**src/rtl/pong_game_ctrl.sv**
```systemverilog
// Pong game-state controller: serve countdown, score keeping and winner detection.
// All outputs are Moore decodes of the state, score and winner registers.
module pong_game_ctrl #(
  parameter int unsigned TICKS_PER_SEC = 60,
  parameter int unsigned WIN_SCORE     = 7
) (
  input  logic       clk,
  input  logic       reset,
  input  logic       refr_tick,
  input  logic       goal_l,
  input  logic       goal_r,
  input  logic       restart,
  output logic [5:0] score,
  output logic [1:0] pause,
  output logic       ball_hold,
  output logic       game_over,
  output logic       winner
);

  typedef enum logic [2:0] {CD3, CD2, CD1, PLAY, OVER} state_t;

  localparam logic [7:0] TICK_LAST = 8'(TICKS_PER_SEC - 1);
  localparam logic [2:0] WIN       = 3'(WIN_SCORE);

  state_t     state, state_next;
  logic [7:0] cnt, cnt_next;
  logic [2:0] left_sc, left_next, right_sc, right_next;
  logic       win_reg, win_next;
  logic [2:0] left_inc, right_inc;

  always_ff @(posedge clk or posedge reset) begin
    if (reset) begin
      state    <= CD3;
      cnt      <= 8'd0;
      left_sc  <= 3'd0;
      right_sc <= 3'd0;
      win_reg  <= 1'b0;
    end else begin
      state    <= state_next;
      cnt      <= cnt_next;
      left_sc  <= left_next;
      right_sc <= right_next;
      win_reg  <= win_next;
    end
  end

  always_comb begin
    state_next = state;
    cnt_next   = cnt;
    left_next  = left_sc;
    right_next = right_sc;
    win_next   = win_reg;
    left_inc   = left_sc + 3'd1;
    right_inc  = right_sc + 3'd1;
    case (state)
      CD3, CD2, CD1: begin
        if (refr_tick) begin
          if (cnt == TICK_LAST) begin
            cnt_next = 8'd0;
            case (state)
              CD3:     state_next = CD2;
              CD2:     state_next = CD1;
              default: state_next = PLAY;
            endcase
          end else begin
            cnt_next = cnt + 8'd1;
          end
        end
      end
      PLAY: begin
        // Counter is parked at zero here so every countdown starts clean,
        // including a refr_tick that coincides with the goal.
        cnt_next = 8'd0;
        if (goal_l && goal_r) begin
          state_next = CD3;
        end else if (goal_r) begin
          left_next = left_inc;
          if (left_inc == WIN) begin
            state_next = OVER;
            win_next   = 1'b0;
          end else begin
            state_next = CD3;
          end
        end else if (goal_l) begin
          right_next = right_inc;
          if (right_inc == WIN) begin
            state_next = OVER;
            win_next   = 1'b1;
          end else begin
            state_next = CD3;
          end
        end
      end
      OVER: begin
        cnt_next = 8'd0;
        if (restart) begin
          left_next  = 3'd0;
          right_next = 3'd0;
          state_next = CD3;
        end
      end
      default: begin
        state_next = CD3;
        cnt_next   = 8'd0;
      end
    endcase
  end

  always_comb begin
    score     = {left_sc, right_sc};
    winner    = win_reg;
    game_over = (state == OVER);
    ball_hold = (state != PLAY);
    case (state)
      CD3:     pause = 2'd3;
      CD2:     pause = 2'd2;
      CD1:     pause = 2'd1;
      default: pause = 2'd0;
    endcase
  end

endmodule

```
**config.mk**
```make
export PLATFORM = sky130hd
export DESIGN_NAME = pong_game_ctrl
export DESIGN_NICKNAME = d
export VERILOG_FILES = /design/src/rtl/pong_game_ctrl.sv
export SDC_FILE = /design/constraint.sdc
export NUM_CORES = 1
export LEC_CHECK = 0
export BUFFER_PORTS_ARGS = -buffer_cell sky130_fd_sc_hd__buf_2
export CORE_UTILIZATION = 58
export DETAILED_ROUTE_END_ITERATION = 10
export GPL_TIMING_DRIVEN = 1
export PLACE_DENSITY = 0.82
export SLEW_MARGIN = 20
export SYNTH_ARGS = -nofsm -noshare
export SYNTH_HDL_FRONTEND = slang
export SYNTH_SLANG_ARGS = --single-unit
```
**constraint.sdc**
```tcl
create_clock -name clk -period 3.7 [get_ports clk]
set_input_delay 0.37 -clock clk [delete_from_list [all_inputs] [get_ports clk]]
set_output_delay 0.37 -clock clk [all_outputs]
set_load 0.02 [all_outputs]
```
==> results.py, run 1 <==
metrics = {
    "sta": {
        "worst_pin_slew_ns": 0.6731,
        "hold_viol_final": 0,
        "drv_slew": 0,
        "max_freq_mhz": 556.0,
        "holdWs_ns": 0.1544,
        "rsz0062_at_grt": "no",
        "setup_viol": 0,
        "fin_skew_ns": 0.0007278,
        "fin_tns_setup_ns": 0,
        "maxSlewHeadroom_pct": 55.07,
        "finalWorstSetupSlack_ns": 1.901,
        "period_minus_slack_ns": 1.799,
        "fin_crit_sh_pct": 48.61,
    },
    "pwr": {
        "ir_drop_v": 0.0003444,
        "p_leak_nw": 0.5337,
        "powerDensity_mw_per_mm2": 419.4,
    },
    "yosys": {
        "synth_most_common_cell": "dfrtp_1",
        "ys.flop_type": "dfrtp_1",
        "synth_edf_count": 0,
        "yosysTopAreaCell": "dfrtp_1",
        "ys_seq_elements": 18,
        "seq_area_frac_synth_pct": 43.11,
        "synth_area_per_cell_sq_um": 9.764,
        "synthTopCellsByCount": "dfrtp_1 (18), a21oi_1 (8), nand2b_1 (7), nand2_1 (6), o21ai_0 (6)",
        "syn_area_sq_mm": 0.001045,
        "synth_nets": 118,
        "synthDistinctLibCells": 36,
        "yosys_warnings": 0,
        "async_flop_share_pct": 100.0,
        "synthCells": 107,
        "synth_top_area_share_pct": 43.11,
        "synth.area.top_cells": "dfrtp_1 (43%), ha_1 (6.0%), nand2b_1 (4.2%)",
    },
    "drt": {
        "routedWlPerCell_um": 14.00,
        "viasPerCell": 5.946,
        "ant_nets": 0,
        "num_vias": 880,
        "drc": 0,
        "dr.pass1.iters": 4,
        "drt_wl_total_mm": 2.072,
        "drt_iter0_markers": 21,
    },
    "floorplan": {
        "start_util_pct": 65.54,
        "core-area_sq_mm": 0.001594,
        "rows": 14,
        "die-area_sq_mm": 0.001975,
        "io_pins": 17,
        "fp.dieH_um": 44.44,
        "die_w_um": 44.44,
    },
    "cts": {
        "cts_resized": 0,
        "cts-root-buf": "clkbuf_4",
        "cts_tree": "yes",
        "clk_path_buf_depth": 2,
        "insertion_delay_ns": 0.29,
        "numCtsBuffers": 3,
        "clock_sinks": 18,
        "cts_setup_buffers": 0,
        "holdBufCountCts": 0,
        "path_clk_slew_ns": 0.10,
        "htreeDepth": 1,
    },
    "placed_design": {
        "gp_congestion": 0.7562,
        "numPortBuffers": 16,
        "hpwl_mm": 1.501,
        "pre_cts_slack_ns": 1.923,
        "place_area_sq_mm": 0.001146,
    },
    "grt": {
        "grt_pass1_wl_mm": 3.346,
        "grt_usage_pct": 23.30,
        "first_global_vias": 743,
        "antenna_found_initial": 0,
        "grt_max_degree": 19,
        "gr-total-overflow": 0,
    },
    "setup_path": {
        "worst_setup_path_end_kind": "register",
        "path_buf_inv": 0,
        "crit_cells": 4,
        "worst-endpoint-required_ns": 3.93,
        "critPathTopFamily": "simple AND/OR/NAND/NOR gates",
        "ff2ff_path_depth": 4,
        "cp_max_fo": 6,
        "path_class": "reg -> reg",
        "critPathSlowestCell": "or4b_4",
        "max_stage_delay_ns": 0.51,
        "cp-start-kind": "register",
        "path_cells": "ha_1 > or4b_4 > or4_1 > a21oi_1",
        "cp.arrival_ns": 2.03,
    },
    "final_layout": {
        "drive_gt1_share_pct": 18.55,
        "syn_to_final_growth_pct": 11.86,
        "nets": 137,
        "diodes": 0,
        "stdcell_area_sq_mm": 0.001169,
        "fillCellCount": 118,
    },
    "run_status": {
        "run_status": "completed",
    },
    "hold_path": {
        "min_path_type": "in -> async",
    },
    "job": {
        "max_cap_violations": 0,
    },
}
## through the flow
| step | instances | total power, mW | utilization (%) |
|---|---|---|---|
| final | 148 | 0.4901 | 73.31 |
| after global routing | 148 | 0.5197 | 73.31 |
| after CTS | 148 | 0.4922 | 73.31 |
| after detailed placement | 145 | 0.3935 | 71.90 |
| after global placement | 145 | 0.3880 | 71.90 |
| after floorplan | 107 | 0.3567 | - |
## per-layer routing
layer / vias to the layer above / GRT usage [%] / part of all wire (%)
met4: 0 / 9.091 / 1.2
met5: - / 0 / 0
li1: 438 / - / -
met2: 20 / 35.29 / 44
met3: 2 / 2.449 / 3.4
met1: 420 / 34.49 / 51
## logic make-up (layout without fill, tap and decap cells)
family                     after synthesis  in the layout  synth area share [%]
buffers and inverters                    8             25                 2.993
DFF                                     18             18                 43.11
and+or+nand+nor                         40             40                 23.23
adders and majority gates                5              5                 5.988
muxes                                    1              1                0.9581
AOI/OAI and AO/OA                       33             33                 22.04
xor gates and xnor gates                 2              2                 1.677
## layout by cell type, fill, tap and decap left out, types with 3 or more instances in the layout
| master | count |
|---|---|
| nor3_1 | 3 |
| a21oi_1 | 8 |
| nand4_1 | 3 |
| nand3_1 | 4 |
| o21ai_0 | 6 |
| o31ai_1 | 3 |
| buf_2 | 16 |
| clkbuf_4 | 3 |
| or4_1 | 4 |
| nor2_1 | 4 |
| nand2b_1 | 7 |
| ha_1 | 5 |
| inv_1 | 5 |
| nand2_1 | 6 |
| a21o_1 | 4 |
| dfrtp_1 | 18 |
## final timing paths
check                                   start                     end  slack [ns]
setup / recovery           cnt[0]$_DFFE_PP0P_    state[1]$_DFFE_PP0P_        1.90
min in group clk                      restart    state[2]$_DFFE_PP0P_        0.38
max in group asynchronous               reset    state[2]$_DFFE_PP0P_        3.12
setup reg to reg           cnt[0]$_DFFE_PP0P_    state[1]$_DFFE_PP0P_        1.90
hold / removal                          reset  left_sc[2]$_DFFE_PP0P_        0.15
hold reg to reg            winner$_DFFE_PP0P_      winner$_DFFE_PP0P_        0.52
## power by group
| group | switching [mW] | internal [mW] | total (mW) |
|---|---|---|---|
| sequential | 0.0524 | 0.235 | 0.287 |
| clock | 0.0615 | 0.0379 | 0.0994 |
| combinational | 0.0570 | 0.0464 | 0.103 |
## flip-flops by register name, indices dropped and copies added, names as in the netlist
register,count
cnt,8
left_sc,3
right_sc,3
state,3
winner,1
## cell type report
type	instances	area, sq um	share of cell area [%]
clock buffer	3	22.52	1.927
inverter	6	22.52	1.927
multi-input combinational	81	563.0	48.18
sequential	18	450.4	38.54
tap	24	30.03	2.570
timing repair buffer	16	80.08	6.852
(Power assumes the default switching activity.)
==> run 2: changes to the inputs <==
--- a/config.mk
+++ b/config.mk
@@ -6,10 +6,10 @@
 export NUM_CORES = 1
 export LEC_CHECK = 0
 export BUFFER_PORTS_ARGS = -buffer_cell sky130_fd_sc_hd__buf_2
-export CORE_UTILIZATION = 58
+export CORE_UTILIZATION = 54
 export DETAILED_ROUTE_END_ITERATION = 10
 export GPL_TIMING_DRIVEN = 1
-export PLACE_DENSITY = 0.82
+export PLACE_DENSITY = 0.77
 export SLEW_MARGIN = 20
 export SYNTH_ARGS = -nofsm -noshare
 export SYNTH_HDL_FRONTEND = slang
==> constraint.sdc (replaced) <==
create_clock -name clk -period 1.9 [get_ports clk]
set_input_delay 0.19 -clock clk [delete_from_list [all_inputs] [get_ports clk]]
set_output_delay 0.19 -clock clk [all_outputs]
set_load 0.02 [all_outputs]
==> results.py, run 2 (same netlist as run 1, synthesis figures left out) <==
metrics = {
    "run_status": {
        "run_status": "finished, violations left",
        "violations": "hold timing",
    },
    "final_layout": {
        "final_cell_mix": "dfrtp_1 (18), buf_2 (16), a21oi_1 (8)",
        "syn_to_final_growth_pct": 14.13,
        "largest_register_ff_count": 8,
        "stdcell_area_sq_mm": 0.001192,
        "drive_gt1_share_pct": 19.84,
        "nets": 138,
        "multi_input_area_sq_um": 564.3,
        "regMostFlops": "cnt",
        "diodes": 0,
        "fillCellCount": 151,
        "seqCellArea_sq_um": 450.4,
        "finish.utilization_pct": 67.59,
        "final_common_cell": "dfrtp_1",
    },
    "floorplan": {
        "die_w_um": 45.99,
        "rows": 15,
        "die-area_sq_mm": 0.002115,
        "fp.dieH_um": 45.99,
        "core-area_sq_mm": 0.001764,
        "start_util_pct": 59.22,
        "io_pins": 17,
    },
    "grt": {
        "first_global_vias": 795,
        "gr-total-overflow": 0,
        "grt_max_degree": 19,
        "grt_usage_pct": 22.33,
        "grt_pass1_wl_mm": 3.394,
        "antenna_found_initial": 0,
    },
    "sta": {
        "drv_slew": 0,
        "worst_pin_slew_ns": 0.6983,
        "hold_viol_final": 18,
        "max_freq_mhz": 551.9,
        "setup_viol": 0,
        "maxSlewHeadroom_pct": 53.40,
        "finalWorstSetupSlack_ns": 0.08821,
        "fin_skew_ns": 0.004186,
        "fin_tns_setup_ns": 0,
        "period_minus_slack_ns": 1.812,
        "rsz0062_at_grt": "no",
        "fin_crit_sh_pct": 95.36,
        "holdWs_ns": -0.01651,
    },
    "setup_path": {
        "cp-start-kind": "register",
        "path_cells": "ha_1 > or4b_4 > or4_1 > a21oi_1",
        "path_class": "reg -> reg",
        "r2r_start": "cnt[0]$_DFFE_PP0P_",
        "cp.arrival_ns": 2.04,
        "r2r-end": "state[1]$_DFFE_PP0P_",
        "critPathSlowestCell": "or4b_4",
        "worst-endpoint-required_ns": 2.13,
        "cp_max_fo": 6,
        "max_stage_delay_ns": 0.51,
        "r2r_setup_slack_ns": 0.09,
        "ff2ff_path_depth": 4,
        "endpoint": "state[1]$_DFFE_PP0P_",
        "worst_setup_path_end_kind": "register",
        "startpoint": "cnt[0]$_DFFE_PP0P_",
    },
    "cts": {
        "cts_resized": 0,
        "holdBufCountCts": 0,
        "numCtsBuffers": 3,
        "clock_sinks": 18,
        "cts-root-buf": "clkbuf_4",
        "htreeDepth": 1,
        "insertion_delay_ns": 0.29,
        "cts_tree": "yes",
        "path_clk_slew_ns": 0.11,
        "clk_path_buf_depth": 2,
        "cts_setup_buffers": 0,
    },
    "placed_design": {
        "pre_cts_slack_ns": 0.1275,
        "numPortBuffers": 16,
        "hpwl_mm": 1.508,
        "gp_congestion": 0.7847,
        "place_area_sq_mm": 0.001155,
    },
    "drt": {
        "met3WireLength_um": 40,
        "routedWlPerCell_um": 13.81,
        "viasPerCell": 5.980,
        "drt_iter0_markers": 23,
        "num_vias": 903,
        "route.met2.wl_mm": 1.051,
        "drc": 0,
        "wl_met1_um": 982,
        "dr.pass1.iters": 4,
        "routed.top_layer": "met4",
        "ant_nets": 0,
        "drt_wl_total_mm": 2.086,
    },
    "pwr": {
        "ir_drop_v": 0.0005787,
        "p_leak_nw": 0.5463,
        "powerDensity_mw_per_mm2": 844.2,
    },
    "hold_path": {
        "min_path_type": "in -> async",
    },
    "job": {
        "max_cap_violations": 0,
    },
}
run 2: per-stage QoR:
stage,power (mW),cells
after floorplan,0.6945,107
final,1.007,151
after global routing,1.073,151
after detailed placement,0.7704,147
after global placement,0.7524,147
after CTS,1.005,151
run 2: critical path: cells and delay by family, from the launching register on:
| family | cells | cell delay (ns) |
|---|---|---|
| simple gates | 2 | 0.99 |
| flops | 1 | 0.41 |
| fa+ha+maj | 1 | 0.21 |
| compound gates | 1 | 0.13 |
run 2: how the worst min path moves through the flow:
| stage | to | slack (ns) | depth (start not counted) |
|---|---|---|---|
| 6_report | right_sc[2]$_DFFE_PP0P_ | -0.02 | 2 |
| 5_1_grt | right_sc[2]$_DFFE_PP0P_ | 0.03 | 2 |
| 4_1_cts | cnt[4]$_DFFE_PP0P_ | 0.009 | 2 |
| 3_5_place_dp | left_sc[1]$_DFFE_PP0P_ | 0.33 | 2 |
| 3_3_place_gp | left_sc[0]$_DFFE_PP0P_ | 0.32 | 2 |
| 2_1_floorplan | cnt[0]$_DFFE_PP0P_ | 0.13 | 1 |
run 2: final cells by class:
type                            instances  share of cell area (%)
Timing Repair Buffer                   17                   7.345
Tap cell                               25                   2.623
Clock buffer                            4                   3.043
Sequential cell                        18                   37.78
Inverter                                6                   1.889
Multi-Input combinational cell         81                   47.32
run 2: report_power, final:
group | leakage (nW) | internal (mW) | switching (mW)
clock network | 0.0210 | 0.117 | 0.127
logic | 0.289 | 0.0907 | 0.114
registers | 0.236 | 0.457 | 0.101
total | 0.546 | 0.665 | 0.342
run 2: per-layer routing:
layer / global-route usage, % / up-vias
met5: 0 / -
met4: 7.059 / 0
met3: 3.571 / 2
met2: 36.62 / 11
met1: 29.97 / 452
li1: - / 438
==> run 3: changes to the inputs <==
--- a/config.mk
+++ b/config.mk
@@ -5,11 +5,13 @@
 export SDC_FILE = /design/constraint.sdc
 export NUM_CORES = 1
 export LEC_CHECK = 0
+export ABC_AREA = 1
 export BUFFER_PORTS_ARGS = -buffer_cell sky130_fd_sc_hd__buf_2
-export CORE_UTILIZATION = 54
+export CAP_MARGIN = 15
+export CORE_UTILIZATION = 59
 export DETAILED_ROUTE_END_ITERATION = 10
 export GPL_TIMING_DRIVEN = 1
-export PLACE_DENSITY = 0.77
+export PLACE_DENSITY = 0.82
 export SLEW_MARGIN = 20
 export SYNTH_ARGS = -nofsm -noshare
 export SYNTH_HDL_FRONTEND = slang
==> constraint.sdc (replaced) <==
create_clock -name clk -period 2.1 [get_ports clk]
set_input_delay 0.21 -clock clk [delete_from_list [all_inputs] [get_ports clk]]
set_output_delay 0.21 -clock clk [all_outputs]
set_load 0.02 [all_outputs]
==> results.py, run 3 <==
metrics = {
    "yosys": {
        "seq_area_frac_synth_pct": 39.26,
        "synthCells": 152,
        "synth_most_common_cell": "nand2_1",
        "synthDistinctLibCells": 24,
        "yosys.area_share.adder_pct": 5.453,
        "synth_area_per_cell_sq_um": 7.548,
        "synth.area.top_cells": "dfrtp_1 (39%), nand2_1 (13%), nand3_1 (7.4%)",
        "async_flop_share_pct": 100.0,
        "yosysTopAreaCell": "dfrtp_1",
        "synth_simple_gate_area_share_pct": 37.73,
        "synth_top_family_by_area": "simple AND/OR/NAND/NOR gates",
        "ys_seq_elements": 18,
        "ys.flop_type": "dfrtp_1",
        "synth_top_area_share_pct": 39.26,
        "synthTopCellsByCount": "nand2_1 (40), dfrtp_1 (18), inv_1 (18), nand3_1 (17), nor2_1 (11)",
        "synth_edf_count": 0,
        "synthMuxAreaShare_pct": 0,
        "yosys_warnings": 0,
        "syn_area_sq_mm": 0.001147,
        "synth_nets": 163,
        "synth_xor_area_share_pct": 1.527,
        "synth_compound_area_share_pct": 8.506,
    },
    "floorplan": {
        "fp.dieH_um": 46.10,
        "start_util_pct": 64.35,
        "io_pins": 17,
        "core-area_sq_mm": 0.001783,
        "die-area_sq_mm": 0.002125,
        "die_w_um": 46.10,
        "rows": 15,
    },
    "placed_design": {
        "hpwl_mm": 1.777,
        "numPortBuffers": 16,
        "gp_congestion": 0.8812,
        "placed_cells": 193,
        "place_area_sq_mm": 0.001259,
    },
    "drt": {
        "num_vias": 1016,
        "routedWlPerCell_um": 11.45,
        "drt_iter0_markers": 30,
        "dr.pass1.iters": 4,
        "drt_wl_total_mm": 2.245,
        "viasPerCell": 5.184,
        "ant_nets": 0,
        "drc": 0,
    },
    "setup_path": {
        "path_cells": "inv_1 > nand3_2 > inv_1 > buf_2",
        "r2r_setup_slack_ns": 0.62,
        "r2r-end": "state[0]$_DFFE_PP0P_",
        "endpoint": "game_over",
        "path_class": "reg -> out",
        "ff2ff_path_depth": 7,
        "worst_setup_path_end_kind": "output port",
        "max_stage_delay_ns": 0.46,
        "cp.arrival_ns": 1.35,
        "cp-start-kind": "register",
        "crit_top_cell": "inv_1",
        "worst-endpoint-required_ns": 1.89,
        "critPathSlowestCell": "dfrtp_1",
        "cp_max_fo": 6,
        "r2r_start": "cnt[1]$_DFFE_PP0P_",
        "startpoint": "state[0]$_DFFE_PP0P_",
    },
    "cts": {
        "cts-root-buf": "clkbuf_4",
        "htreeDepth": 1,
        "numCtsBuffers": 3,
        "clock_sinks": 18,
        "cts_tree": "yes",
        "holdBufCountCts": 0,
        "cts_resized": 0,
        "cts_setup_buffers": 0,
        "insertion_delay_ns": 0.29,
        "clk_path_buf_depth": 2,
        "path_clk_slew_ns": 0.10,
    },
    "sta": {
        "fin_skew_ns": 0.001298,
        "drv_slew": 0,
        "maxSlewHeadroom_pct": 53.02,
        "hold_viol_final": 0,
        "fin_tns_setup_ns": 0,
        "worst_pin_slew_ns": 0.7039,
        "max_freq_mhz": 642.5,
        "setup_viol": 0,
        "fin_crit_sh_pct": 74.11,
        "period_minus_slack_ns": 1.556,
        "rsz0062_at_grt": "no",
    },
    "final_layout": {
        "nets": 184,
        "final_common_cell": "nand2_1",
        "syn_to_final_growth_pct": 11.67,
        "final_cell_mix": "nand2_1 (40), inv_1 (18), dfrtp_1 (18)",
        "drive_gt1_share_pct": 21.05,
        "regMostFlops": "cnt",
        "diodes": 0,
        "stdcell_area_sq_mm": 0.001281,
        "largest_register_ff_count": 8,
        "fillCellCount": 145,
        "final_cells": 196,
    },
    "grt": {
        "gr-total-overflow": 0,
        "grt_max_degree": 19,
        "first_global_vias": 886,
        "grt_usage_pct": 24.20,
        "antenna_found_initial": 0,
        "grt_pass1_wl_mm": 3.567,
    },
    "run_status": {
        "run_status": "completed",
    },
    "pwr": {
        "switching_power_uw": 329.4,
        "pwr-share-seq_pct": 54.4,
        "p_int_uw": 565.0,
        "ir_drop_v": 0.0005227,
        "power.total_uw": 894.4,
        "clkPwrFrac_pct": 18.9,
        "p_leak_nw": 0.6801,
        "switching_share_pct": 36.83,
        "power_frac_comb_pct": 26.7,
        "powerDensity_mw_per_mm2": 698.1,
    },
    "job": {
        "max_cap_violations": 0,
    },
    "hold_path": {
        "min_path_type": "in -> async",
    },
}
run 3: worst min path at each step:
stage,start,end,cells past startpoint
2_1_floorplan,reset,cnt[0]$_DFFE_PP0P_,1
3_3_place_gp,reset,left_sc[0]$_DFFE_PP0P_,2
3_5_place_dp,reset,left_sc[0]$_DFFE_PP0P_,2
4_1_cts,reset,winner$_DFFE_PP0P_,2
5_1_grt,reset,left_sc[0]$_DFFE_PP0P_,2
6_report,reset,left_sc[1]$_DFFE_PP0P_,2
run 3: power groups by stage:
| stage | clock network [mW] | logic, mW | registers (mW) |
|---|---|---|---|
| floorplan | 0 | 0.185 | 0.475 |
| global placement | 0 | 0.226 | 0.490 |
| detailed placement | 0 | 0.239 | 0.491 |
| CTS | 0.173 | 0.240 | 0.485 |
| global route | 0.187 | 0.281 | 0.495 |
| finish | 0.169 | 0.239 | 0.487 |
run 3: critical path: cells and delay by family (launching register included):
kind	cells	cell delay, ns
and+or+nand+nor	1	0.17
buffers and inverters	3	0.42
DFF	1	0.46
run 3: kinds of logic (layout without fill, tap and decap cells):
group                      after synthesis  in the layout
and+or+nand+nor                         86             86
buffers and inverters                   23             42
AOI/OAI and AO/OA                       18             18
DFF                                     18             18
adders and majority gates                5              5
xor gates and xnor gates                 2              2
run 3: layout make-up:
cell class              count  area [sq um]  share of cell area [%]
well taps                  25         31.28                   2.441
repair buffers             16         80.08                   6.250
clock buffers               3         22.52                   1.758
inverters                  23         86.33                   6.738
multi-input cells         111         610.6                   47.66
flip-flops and latches     18         450.4                   35.16
run 3: metal layers:
metal / vias to the layer above / wire, um / global-route usage (%)
met5: - / 0 / 0
met4: 0 / 53 / 15.29
met3: 6 / 75 / 4.706
met2: 25 / 1088 / 36.90
met1: 454 / 1027 / 31.19
li1: 531 / - / -
run 3: per-stage QoR:
step	setup WS (ns)	util, %	hold WS [ns]
floorplan	0.7546	-	0.1486
global placement	0.7263	70.60	0.3351
detailed placement	0.6323	70.60	0.3453
CTS	0.5419	71.86	0.02781
global route	0.4241	71.86	0.05990
finish	0.5436	71.86	0.01457
